File: src/rtl/mem_ctrl.sv
// mem_ctrl: byte-serial memory controller between the MEM stage and a byte-wide
// synchronous RAM. Serves byte/half/word loads and stores (size-encoded 01/10/11),
// assembles read bytes little-endian into a zero-extended 32-bit word and issues a
// registered one-cycle completion pulse that releases the MEM-stage stall.
//
// Ports:
//   clk, rst                  clock, asynchronous active-high reset
//   mem_addr_i/mem_wdata_i    request byte address and store data
//   mem_read_req_i            00 none, 01 byte, 10 half, 11 word
//   mem_write_req_i           same encoding, wins over a simultaneous read
//   mem_rdata_o               assembled read data (held until next read accepted)
//   mem_data_enable_o         one-cycle completion pulse
//   ram_a_o/ram_dout_o/ram_wr_o  RAM address, write byte, write strobe
//   ram_din_i                 RAM read byte, valid one cycle after its address
//
// Optional build macro MEM_CTRL_IF_PORT_EN adds an instruction-fetch port
// (if_req_i, if_addr_i, if_data_o, if_data_enable_o); fetches are word reads that
// lose arbitration to data requests in IDLE.
//
// A port's request must be seen at 00 at least once after it was accepted before
// it can be accepted again, so a request still held through DONE and into the
// following IDLE cycle does not start a second access.
module mem_ctrl #(
    parameter int unsigned ADDR_W = 17
) (
    input  logic              clk,
    input  logic              rst,
    input  logic [ADDR_W-1:0] mem_addr_i,
    input  logic [31:0]       mem_wdata_i,
    input  logic [1:0]        mem_read_req_i,
    input  logic [1:0]        mem_write_req_i,
    output logic [31:0]       mem_rdata_o,
    output logic              mem_data_enable_o,
    output logic [ADDR_W-1:0] ram_a_o,
    output logic [7:0]        ram_dout_o,
    input  logic [7:0]        ram_din_i,
    output logic              ram_wr_o
`ifdef MEM_CTRL_IF_PORT_EN
    ,
    input  logic              if_req_i,
    input  logic [ADDR_W-1:0] if_addr_i,
    output logic [31:0]       if_data_o,
    output logic              if_data_enable_o
`endif
);

    localparam int unsigned CNT_W = 3;

    typedef enum logic [1:0] {ST_IDLE, ST_RD, ST_WR, ST_DONE} state_e;

    // Size field to byte count; 00 maps to 0 (no request).
    function automatic logic [CNT_W-1:0] size_of(input logic [1:0] enc);
        case (enc)
            2'b01:   size_of = CNT_W'(1);
            2'b10:   size_of = CNT_W'(2);
            2'b11:   size_of = CNT_W'(4);
            default: size_of = CNT_W'(0);
        endcase
    endfunction

    state_e            state_q, state_d;
    logic [CNT_W-1:0]  cnt_q, cnt_d;
    logic [CNT_W-1:0]  size_q, size_d;
    logic [ADDR_W-1:0] base_q, base_d;
    logic [31:0]       wdata_q, wdata_d;
    logic [31:0]       rdata_q, rdata_d;
    logic              en_q, en_d;
    logic [ADDR_W-1:0] ram_a_q, ram_a_d;
    logic [7:0]        ram_dout_q, ram_dout_d;
    logic              ram_wr_q, ram_wr_d;
    logic              d_armed_q, d_armed_d;
    logic [CNT_W-1:0]  cnt_nx;
    logic [1:0]        byte_idx;
`ifdef MEM_CTRL_IF_PORT_EN
    logic              fetch_q, fetch_d;
    logic [31:0]       if_data_q, if_data_d;
    logic              if_en_q, if_en_d;
    logic              f_armed_q, f_armed_d;
`endif

    assign cnt_nx   = cnt_q + CNT_W'(1);
    // In RD cycle k>=1 the RAM returns byte k-1.
    assign byte_idx = 2'(cnt_q - CNT_W'(1));

    // Next-state and datapath update.
    always_comb begin
        state_d    = state_q;
        cnt_d      = cnt_q;
        size_d     = size_q;
        base_d     = base_q;
        wdata_d    = wdata_q;
        rdata_d    = rdata_q;
        en_d       = 1'b0;
        ram_a_d    = ram_a_q;
        ram_dout_d = ram_dout_q;
        ram_wr_d   = 1'b0;
        d_armed_d  = d_armed_q | ((mem_read_req_i == 2'b00) && (mem_write_req_i == 2'b00));
`ifdef MEM_CTRL_IF_PORT_EN
        fetch_d    = fetch_q;
        if_data_d  = if_data_q;
        if_en_d    = 1'b0;
        f_armed_d  = f_armed_q | ~if_req_i;
`endif
        case (state_q)
            ST_IDLE: begin
                if (d_armed_q && (mem_write_req_i != 2'b00)) begin
                    base_d     = mem_addr_i;
                    size_d     = size_of(mem_write_req_i);
                    wdata_d    = mem_wdata_i;
                    cnt_d      = '0;
                    ram_a_d    = mem_addr_i;
                    ram_dout_d = mem_wdata_i[7:0];
                    ram_wr_d   = 1'b1;
                    d_armed_d  = 1'b0;
`ifdef MEM_CTRL_IF_PORT_EN
                    fetch_d    = 1'b0;
`endif
                    state_d    = ST_WR;
                end else if (d_armed_q && (mem_read_req_i != 2'b00)) begin
                    base_d     = mem_addr_i;
                    size_d     = size_of(mem_read_req_i);
                    wdata_d    = mem_wdata_i;
                    cnt_d      = '0;
                    ram_a_d    = mem_addr_i;
                    rdata_d    = '0;
                    d_armed_d  = 1'b0;
`ifdef MEM_CTRL_IF_PORT_EN
                    fetch_d    = 1'b0;
`endif
                    state_d    = ST_RD;
                end
`ifdef MEM_CTRL_IF_PORT_EN
                else if (f_armed_q && if_req_i) begin
                    base_d     = if_addr_i;
                    size_d     = CNT_W'(4);
                    cnt_d      = '0;
                    ram_a_d    = if_addr_i;
                    if_data_d  = '0;
                    f_armed_d  = 1'b0;
                    fetch_d    = 1'b1;
                    state_d    = ST_RD;
                end
`endif
            end
            ST_RD: begin
                if (cnt_q != '0) begin
`ifdef MEM_CTRL_IF_PORT_EN
                    if (fetch_q) if_data_d[{byte_idx, 3'b000} +: 8] = ram_din_i;
                    else
`endif
                    rdata_d[{byte_idx, 3'b000} +: 8] = ram_din_i;
                end
                if (cnt_q == size_q) begin
`ifdef MEM_CTRL_IF_PORT_EN
                    if (fetch_q) if_en_d = 1'b1;
                    else
`endif
                    en_d    = 1'b1;
                    state_d = ST_DONE;
                end else begin
                    cnt_d = cnt_nx;
                    // Address stops advancing after the last byte has been presented.
                    if (cnt_nx < size_q) ram_a_d = base_q + ADDR_W'(cnt_nx);
                end
            end
            ST_WR: begin
                if (cnt_nx < size_q) begin
                    cnt_d      = cnt_nx;
                    ram_a_d    = base_q + ADDR_W'(cnt_nx);
                    ram_dout_d = wdata_q[{cnt_nx[1:0], 3'b000} +: 8];
                    ram_wr_d   = 1'b1;
                end else begin
                    en_d    = 1'b1;
                    state_d = ST_DONE;
                end
            end
            ST_DONE: state_d = ST_IDLE;
            default: state_d = ST_IDLE;
        endcase
    end

    // State and output registers.
    always_ff @(posedge clk or posedge rst) begin
        if (rst) begin
            state_q    <= ST_IDLE;
            cnt_q      <= '0;
            size_q     <= '0;
            base_q     <= '0;
            wdata_q    <= '0;
            rdata_q    <= '0;
            en_q       <= 1'b0;
            ram_a_q    <= '0;
            ram_dout_q <= '0;
            ram_wr_q   <= 1'b0;
            d_armed_q  <= 1'b1;
`ifdef MEM_CTRL_IF_PORT_EN
            fetch_q    <= 1'b0;
            if_data_q  <= '0;
            if_en_q    <= 1'b0;
            f_armed_q  <= 1'b1;
`endif
        end else begin
            state_q    <= state_d;
            cnt_q      <= cnt_d;
            size_q     <= size_d;
            base_q     <= base_d;
            wdata_q    <= wdata_d;
            rdata_q    <= rdata_d;
            en_q       <= en_d;
            ram_a_q    <= ram_a_d;
            ram_dout_q <= ram_dout_d;
            ram_wr_q   <= ram_wr_d;
            d_armed_q  <= d_armed_d;
`ifdef MEM_CTRL_IF_PORT_EN
            fetch_q    <= fetch_d;
            if_data_q  <= if_data_d;
            if_en_q    <= if_en_d;
            f_armed_q  <= f_armed_d;
`endif
        end
    end

    assign mem_rdata_o       = rdata_q;
    assign mem_data_enable_o = en_q;
    assign ram_a_o           = ram_a_q;
    assign ram_dout_o        = ram_dout_q;
    assign ram_wr_o          = ram_wr_q;
`ifdef MEM_CTRL_IF_PORT_EN
    assign if_data_o         = if_data_q;
    assign if_data_enable_o  = if_en_q;
`endif

endmodule

File: config.mk
export PLATFORM = sky130hd
export DESIGN_NAME = mem_ctrl
export DESIGN_NICKNAME = d
export VERILOG_FILES = /design/src/rtl/mem_ctrl.sv
export SDC_FILE = /design/constraint.sdc
export NUM_CORES = 1
export LEC_CHECK = 0
export BUFFER_PORTS_ARGS = -buffer_cell sky130_fd_sc_hd__buf_4
export CAP_MARGIN = 20
export CORE_ASPECT_RATIO = 0.7
export CORE_MARGIN = 5
export CORE_UTILIZATION = 57
export CTS_BUF_LIST = sky130_fd_sc_hd__clkbuf_8
export DETAILED_ROUTE_END_ITERATION = 10
export PLACE_DENSITY = 0.94
export SETUP_SLACK_MARGIN = 0.2
export SLEW_MARGIN = 30
export SYNTH_ARGS = -nofsm -noshare
export SYNTH_HDL_FRONTEND = slang
export SYNTH_SLANG_ARGS = --single-unit
File: constraint.sdc
create_clock -name clk -period 5.2 [get_ports clk]
set_clock_uncertainty 0.1 [all_clocks]
set_input_delay 1.04 -clock clk [delete_from_list [all_inputs] [get_ports clk]]
set_output_delay 1.04 -clock clk [all_outputs]
set_load 0.02 [all_outputs]
# Word level (Yosys, flattened, before mapping)

Index checks and enable logic that the tools add are counted.

Equality and inequality tests: 19
Bitwise logic cells: 1
Add/sub/neg operators: 4
Shift operators: 3
$mul: 0
Reductions and logical operators: 19
Magnitude comparators: 1
Multiplexer cells: 38
Divide/modulo/power cells: 0

Operators with widths:

| cell                     | count |
|---|---|
| $mux W32                 | 5 |
| $mux W17                 | 4 |
| $pmux W32 S2             | 1 |
| $pmux W17 S3             | 1 |
| $bwmux W32               | 1 |
| $shift A8 B7 Y32 const A | 1 |
| $shiftx A32 B6 Y8        | 1 |
| $shiftx A8 B7 Y32        | 1 |
| $pmux W3 S3              | 3 |
| $mux W3                  | 6 |
| $add A17 B3 Y17          | 1 |
| $mux W8                  | 2 |
| $ne A2 B2 Y1 const B     | 8 |
| $pmux W8 S2              | 1 |
| $eq A2 B2 Y1 const B     | 6 |
| $reduce_bool A2 Y1       | 5 |
| $reduce_and A3 Y1        | 3 |
| $mux W2                  | 4 |
| $pmux W2 S4              | 1 |
| $reduce_and A4 Y1        | 2 |
| $mux W1                  | 7 |
| $neg A5 Y7               | 1 |
| $eq A2 B1 Y1 const B     | 3 |
| $logic_not A2 Y1         | 3 |
| 10 further kinds         | 14 |

Latch bits: 0
Memory bits (writable): 0
Logic and storage cells: 96
Register bits: 117
Bits in read-only memories: 0
Memories: 0

# Logic depth before layout (Yosys ltp)

Gate-level depths: netlist (run 1).

Depth after elaboration: 6
Gate-level depth with buffers: 12
Gate-level depth less buffers: 9

# Worst setup path before layout (run 1)

OpenSTA, ideal clock, no wires.

Path type: register to register
Start point: register cnt_q[0]
End point: register ram_a_q[14] (netlist: ram_a_o[14])
Path slack: 1.735 ns
Data arrival time: 3.299 ns
Setup time: 0.066 ns
Cell stages (with the launch flop): 13
Buffers on the path: 3
Cells stage by stage: dfrtp_1 -> buf_1 -> inv_1 -> ha_1 -> buf_2 -> buf_2 -> inv_1 -> fa_1 -> nor2b_1 -> o2111ai_1 -> or3_1 -> a32oi_1 -> a22o_1

Word-level cells in the longest chain between the ends: 5
Elaborated cells between the ends (all ways): 9
Classes of those cells: 2 x add/sub; 1 x order compare; 2 x eq/ne; 3 x mux; 1 x reduce/logical

RTL lines:

| item                                                   | RTL line      | text |
|---|---|---|
| start: declaration                                     | 62            | `logic [CNT_W-1:0] cnt_q, cnt_d;` |
| start signal: assignment                               | 204           | `cnt_q <= cnt_d;` |
| $add A3 B1 Y3                                          | 81            | `assign cnt_nx = cnt_q + CNT_W'(1);` |
| $add A17 B3 Y17 / $lt A3 B3 Y1 (equally long branches) | 163, 169, 167 |  |
| $mux W17                                               | 163, 167      |  |
| $mux W17                                               | 153           | `if (cnt_q == size_q) begin` |
| $pmux W17 S3                                           | 104           | `case (state_q)` |
| end signal: assignment                                 | 210           | `ram_a_q <= ram_a_d;` |
| end: declaration                                       | 68            | `logic [ADDR_W-1:0] ram_a_q, ram_a_d;` |

Parallel ways exist; a longest one is shown, timed or not. The select of a mux whose other input is x is not followed.
A chain may end at the register's enable or synchronous reset.

# Worst setup path after layout (run 1)

Start point: register cnt_q[0]
End point: register ram_a_q[16] (netlist: ram_a_o[16])

Same word-level chain as after synthesis.

==> results of run 1 <==
==> cells by family (layout without fill, tap and decap cells) <==
group,count (synthesis),count (layout)
compound gates,87,87
xor+xnor,13,13
fa+ha+maj,17,17
buf+inv,58,189
flops,117,117
mux,47,47
simple gates,262,262
==> sequential cells by signal, indices dropped and copies added (netlist names) <==
signal,flops
state_q,2
wdata_q,32
size_q,3
mem_rdata_o,32
ram_dout_o,8
ram_wr_o,1
cnt_q,3
mem_data_enable_o,1
d_armed_q,1
base_q,17
ram_a_o,17
==> area by class of cell <==
| type | instances | area [um^2] | share of cell area (%) |
|---|---|---|---|
| repair buffers | 125 | 936 | 13.1 |
| inverters | 32 | 125 | 1.75 |
| multi-input cells | 426 | 2570 | 35.9 |
| flip-flops and latches | 117 | 2930 | 40.9 |
| well taps | 128 | 160 | 2.24 |
| clock buffers | 19 | 262 | 3.65 |
| clock inverters | 13 | 180 | 2.51 |
==> synthesized netlist by cell type (all sizes together) (7+ instances only) <==
master / number
mux4: 8
a21oi: 16
xor2: 7
o21ai: 35
inv: 32
nand3: 8
buf: 21
dfrtp: 116
a22o: 10
ha: 16
nand2: 212
nor2: 15
mux2i: 38
==> report_power, final <==
part           internal (mW)  switching, mW
Clock                  0.545          0.377
Sequential              1.29          0.297
Combinational          0.967           1.41
Total                   2.80           2.09
==> metal layers <==
metal,part of all wire (%),vias to the layer above
li1,-,2245
met1,43,2409
met2,48,220
met3,8.5,19
met4,0.95,0
met5,0,-
==> worst max-delay path, stage by stage (launching register included) <==
cell and delay [ns]:
dfrtp_1 0.81, inv_1 0.28, ha_1 0.40, ha_1 0.29, nand2_1 0.06, o21ai_0 0.60
a221o_1 0.89, nor2_1 0.11, a22o_1 0.22
==> through the flow <==
stage	hold WS [ns]	power [mW]
final	0.382	4.89
after global routing	0.403	5.21
after CTS	0.378	4.87
after detailed placement	0.362	3.93
after global placement	0.353	3.77
after floorplan	0.340	3.26
==> path summary, 6_finish.rpt <==
kind / to / depth (start not counted) / slack (ns)
hold / removal: wdata_q[20] / 2 / 0.38
max in group asynchronous: wdata_q[21] / 3 / 3.38
setup / recovery: ram_a_o[16] / 8 / 1.32
setup reg to reg: ram_a_o[16] / 8 / 1.32
min in group asynchronous: ram_a_o[11] / 2 / 0.65
hold reg to reg: wdata_q[20] / 2 / 0.38
==> run_results.csv, run 1 <==
group,metric,value,unit
run_status,outcome,"completed",
route,wl,15.1,mm
finish,design_area,7160,um^2
worst_setup_path,crit_path_start_kind,"register",
clock_tree,cts.clk_slew.worst_paths,0.07,ns
finish,layout_common_cells,"212 x nand2_1, 124 x buf_4, 116 x dfrtp_1",
sta,setup-violations-final,0,
power_and_ir_drop,power_density,683,nW/um^2
worst_setup_path,endpoint_kind,"register",
worst_setup_path,crit_type,"reg2reg",
worst_setup_path,startpoint,"cnt_q[0]",
placed_design,post_dp_cell_area,6700,um^2
finish,areaGrowthSynthToFinish,24.9,%
placed_design,hpwl,10.5,mm
finish,stdcell_count,860,
clock_tree,post_cts_resized,0,
finish,n_antenna_cell,0,
synth,muxShareOfSynthArea,9.97,%
route,ant_nets,0,
sta,min_period,3.88,ns
synth,ys_seq_area_share,51.1,%
worst_hold_path,hold_path_startpoint,"wdata_q[20]",
sta,tightest_slew,0.998,ns
finish,nFillCells,697,
synth,syn_inst,601,
clock_tree,cts_buffer_depth,2,
worst_setup_path,worst-path-max-fanout,29,
clock_tree,clock_sink_count,117,
synth,syn_area_per_cell,9.55,um^2
floorplan,fp.coreArea,9760,um^2
floorplan,rows,30,
placed_design,routabilityCongestion,0.875,
placed_design,dp_cells,827,
global_routing,grt_max_degree,81,
sta,finalWorstSetupSlack,1.32,ns
sta,hold_viol,0,
global_routing,antenna_found_initial,0,
synth,synth_ff_type,"dfrtp_1",
synth,yosysTopAreaCell,"dfrtp_1",
placed_design,place_ws,1.43,ns
finish,layout.nets,799,
sta,slew_violations,0,
synth,ys_ff_latch,117,
floorplan,fp.dieW,130,um
global_routing,grt_pass1_vias,4861,
synth,yosysTopAreaCellShare,50.6,%
power_and_ir_drop,p_leak,3.62,nW
finish,fin_util,73.4,%
clock_tree,cts_setup_buffers,0,
synth,synth_fa_ha_area_share,3.84,%
clock_tree,cts_root_buf,"clkbuf_8",
power_and_ir_drop,ir_drop,0.000316,V
route,wl_per_cell,17.5,um
synth,synth_warnings,0,
sta,fmaxAchievable,258,MHz
placed_design,placement.io_buffers,121,
clock_tree,clock_latency,0.43,ns
clock_tree,htree_levels,4,
synth,synth_compound_area_share,9.92,%
synth,synth_top_family_by_area,"simple AND/OR/NAND/NOR gates",
finish,final_common_cell,"nand2_1",
global_routing,globalRouteOverflowTotal,0,
floorplan,start_util,58.8,%
global_routing,grt_use_met3,7.56,%
worst_setup_path,worstPathArrival,4.10,ns
sta,tns,0,ns
clock_tree,cts_hold_buf,0,
worst_setup_path,reg2reg_from,"cnt_q[0]",
floorplan,dieArea,12200,um^2
worst_hold_path,hold_class,"reg2reg",
route,avgViaCountPerCell,5.69,
synth,ys_async_sr_fraction,100,%
sta,rsz0062_at_grt,"no",
floorplan,die_h,93.9,um
run,cap_violations,0,
clock_tree,cts_made_buffers,17,
synth,synth_area_leaders,"dfrtp_1 51%, nand2_1 14%, mux2i_1 6.6%",
global_routing,grt_pass1_wl,24.3,mm
synth,syn_nets,681,
global_routing,use_met1,34.9,%
global_routing,track_usage,25.5,%
worst_setup_path,required,5.41,ns
finish,layout-drive-gt1-share,24.3,%
route,drc,0,
synth,ys_types,51,
route,initialDrtViolationCount,427,
synth,synth_xor_area_share,1.98,%
synth,syn_area,5740,um^2
route,dr.pass1.iters,6,
clock_tree,cts_tree,"built",
floorplan,io_pins,122,
synth,synth-simple-area-share,18.9,%
sta,timing.slew.headroom,32.9,%
sta,finalCritPeriodShare,74.7,%
route,vias,4893,
global_routing,use_met2,40.8,%
global_routing,grt-busiest-layer,"met2",
synth,synth_edf_count,0,
(Power assumes the default switching activity.)
==> inputs of run 2 (changes only) <==
Settings changed: CORE_UTILIZATION 57 to 51, PLACE_DENSITY 0.94 to 0.89.
Clock period 5.2 ns to 3.3 ns, I/O delays scaled along.
==> run 2 against run 1 <==
Routed wire length increased by 0.45%. Clock power grew 28%. Power up 53%. Worst setup slack got worse by 0.89 ns. Via count decreased by 1.0%. Sequential share of layout area decreased by 0.14 points. Final cell count increased by 3.7%. Global-route usage fell by 2.2 points. Combinational power increased by 61%. Sequential cell count unchanged. Register-to-register slack lost 0.89 ns. Hold slack got worse by 0.18 ns.
==> run_results.csv, run 2 (same netlist as run 1, synthesis figures left out) <==
group,metric,value,unit
run_status,outcome,"completed",
clock_tree,clock_latency,0.42,ns
finish,areaGrowthSynthToFinish,25.4,%
sta,finalCritPeriodShare,87.0,%
worst_setup_path,worstRegToRegCells,8,
worst_setup_path,worstPathArrival,3.08,ns
sta,slew_violations,0,
clock_tree,cts_setup_buffers,0,
floorplan,die_h,98.7,um
placed_design,placement.io_buffers,121,
worst_hold_path,hold_class,"in2async",
clock_tree,cts_root_buf,"clkbuf_8",
global_routing,globalRouteOverflowTotal,0,
clock_tree,cts_tree,"built",
worst_setup_path,worst-path-max-fanout,22,
finish,n_antenna_cell,0,
placed_design,place_ws,0.342,ns
clock_tree,cts_hold_buf,0,
finish,layout-drive-gt1-share,24.9,%
worst_setup_path,crit_buf_inv,1,
finish,layout.nets,809,
finish,nFillCells,859,
worst_setup_path,critPathTopFamily,"compound AO/OA/AOI/OAI gates",
clock_tree,cts_buffer_depth,2,
power_and_ir_drop,ir_drop,0.000460,V
route,wl,15.2,mm
worst_setup_path,critPathMostFrequentCell,"ha_1",
run,cap_violations,0,
placed_design,routabilityCongestion,0.860,
worst_setup_path,r2r_slack,0.43,ns
finish,final_common_cell,"nand2_1",
sta,timing.slew.headroom,50.1,%
sta,tns,0,ns
route,drc,0,
placed_design,post_dp_cell_area,6830,um^2
floorplan,fp.coreArea,11000,um^2
route,avgViaCountPerCell,5.43,
floorplan,io_pins,122,
worst_setup_path,crit_type,"reg2reg",
route,ant_nets,0,
route,dr.pass1.iters,5,
worst_setup_path,required,3.51,ns
worst_setup_path,endpoint_kind,"register",
sta,setup-violations-final,0,
worst_setup_path,crit_path_start_kind,"register",
floorplan,dieArea,13500,um^2
floorplan,rows,32,
global_routing,track_usage,23.3,%
clock_tree,cts_made_buffers,17,
route,wl_per_cell,17.0,um
finish,layout_common_cells,"212 x nand2_1, 133 x buf_4, 115 x dfrtp_1",
sta,finalWorstSetupSlack,0.430,ns
global_routing,antenna_found_initial,0,
sta,rsz0062_at_grt,"no",
sta,fmaxAchievable,348,MHz
sta,min_period,2.87,ns
worst_setup_path,reg2reg_to,"ram_a_o[6]",
clock_tree,htree_levels,4,
worst_setup_path,max_stage_delay,0.52,ns
floorplan,start_util,52.1,%
sta,hold_viol,0,
worst_setup_path,reg2reg_from,"cnt_q[1]",
clock_tree,cts.clk_slew.worst_paths,0.07,ns
global_routing,grt_max_degree,62,
finish,design_area,7190,um^2
global_routing,grt_pass1_vias,4996,
route,initialDrtViolationCount,426,
worst_setup_path,crit_slowest_cell,"a221o_2",
power_and_ir_drop,power_density,1040,nW/um^2
global_routing,grt_pass1_wl,25.0,mm
worst_setup_path,path_cells,"ha_1, xor2_2, ha_1, a21oi_1, o21ai_1, a221o_2, buf_4, o21ai_0",
finish,fin_util,65.3,%
placed_design,hpwl,11.1,mm
power_and_ir_drop,p_leak,3.65,nW
clock_tree,clock_sink_count,117,
floorplan,fp.dieW,137,um
route,vias,4843,
sta,tightest_slew,0.746,ns
==> run 2: cell types whose count changed in the layout (fill, tap and decap cells not counted), moves of 2 or more <==
cell	before	now
bufinv_16	4	1
clkinv_4	2	0
clkinvlp_4	3	1
inv_1	31	34
buf_4	124	133
clkbuf_8	19	21
==> run 2: worst max-delay path by stage <==
stage / depth (start not counted) / endpoint / slack, ns / start
after floorplan: 12 / ram_a_o[14] / 0.25 / cnt_q[0]
after global placement: 8 / ram_a_o[9] / 0.49 / cnt_q[0]
after detailed placement: 8 / ram_a_o[11] / 0.34 / cnt_q[1]
after CTS: 8 / ram_a_o[6] / 0.23 / cnt_q[1]
after global routing: 9 / ram_a_o[14] / 0.23 / cnt_q[1]
final: 8 / ram_a_o[6] / 0.43 / cnt_q[1]
==> run 2: report_power, final <==
| group | leakage (nW) | internal, mW | switching [mW] |
|---|---|---|---|
| Combinational | 1.98 | 1.58 | 2.26 |
| Clock | 0.197 | 0.649 | 0.530 |
| Sequential | 1.47 | 2.04 | 0.453 |
| Total | 3.65 | 4.27 | 3.24 |
==> run 2: stage by stage <==
| step | total power, mW | std cells | hold slack [ns] |
|---|---|---|---|
| after floorplan | 5.15 | 601 | 0.340 |
| after global placement | 6.03 | 862 | 0.353 |
| after detailed placement | 6.26 | 862 | 0.360 |
| after CTS | 7.47 | 891 | 0.199 |
| after global routing | 8.04 | 892 | 0.225 |
| final | 7.50 | 892 | 0.198 |
==> run 2: what timing repair did <==
| item | in CTS | in global routing |
|---|---|---|
| hold endpoints to repair | 0 | 0 |
| gates resized for setup | 0 | 3 |
| endpoints found under the setup margin | 0 | 13 |
==> run 2: final cells by class <==
class                   count  area (um^2)  area share (%)
multi-input cells         426         2570            35.8
clock inverters             8         61.3           0.852
repair buffers            135         1020            14.2
clock buffers              21          289            4.02
flip-flops and latches    117         2930            40.7
well taps                 153          191            2.66
inverters                  32          124            1.72
==> run 2: metal layers <==
layer,up-vias,global-route usage [%],part of all wire [%],wire length [um]
met5,-,0,0,0
met4,0,6.43,1.4,213
met3,23,6.53,8.9,1350
met2,202,36.3,47,7080
met1,2352,32.4,43,6510
li1,2266,-,-,-
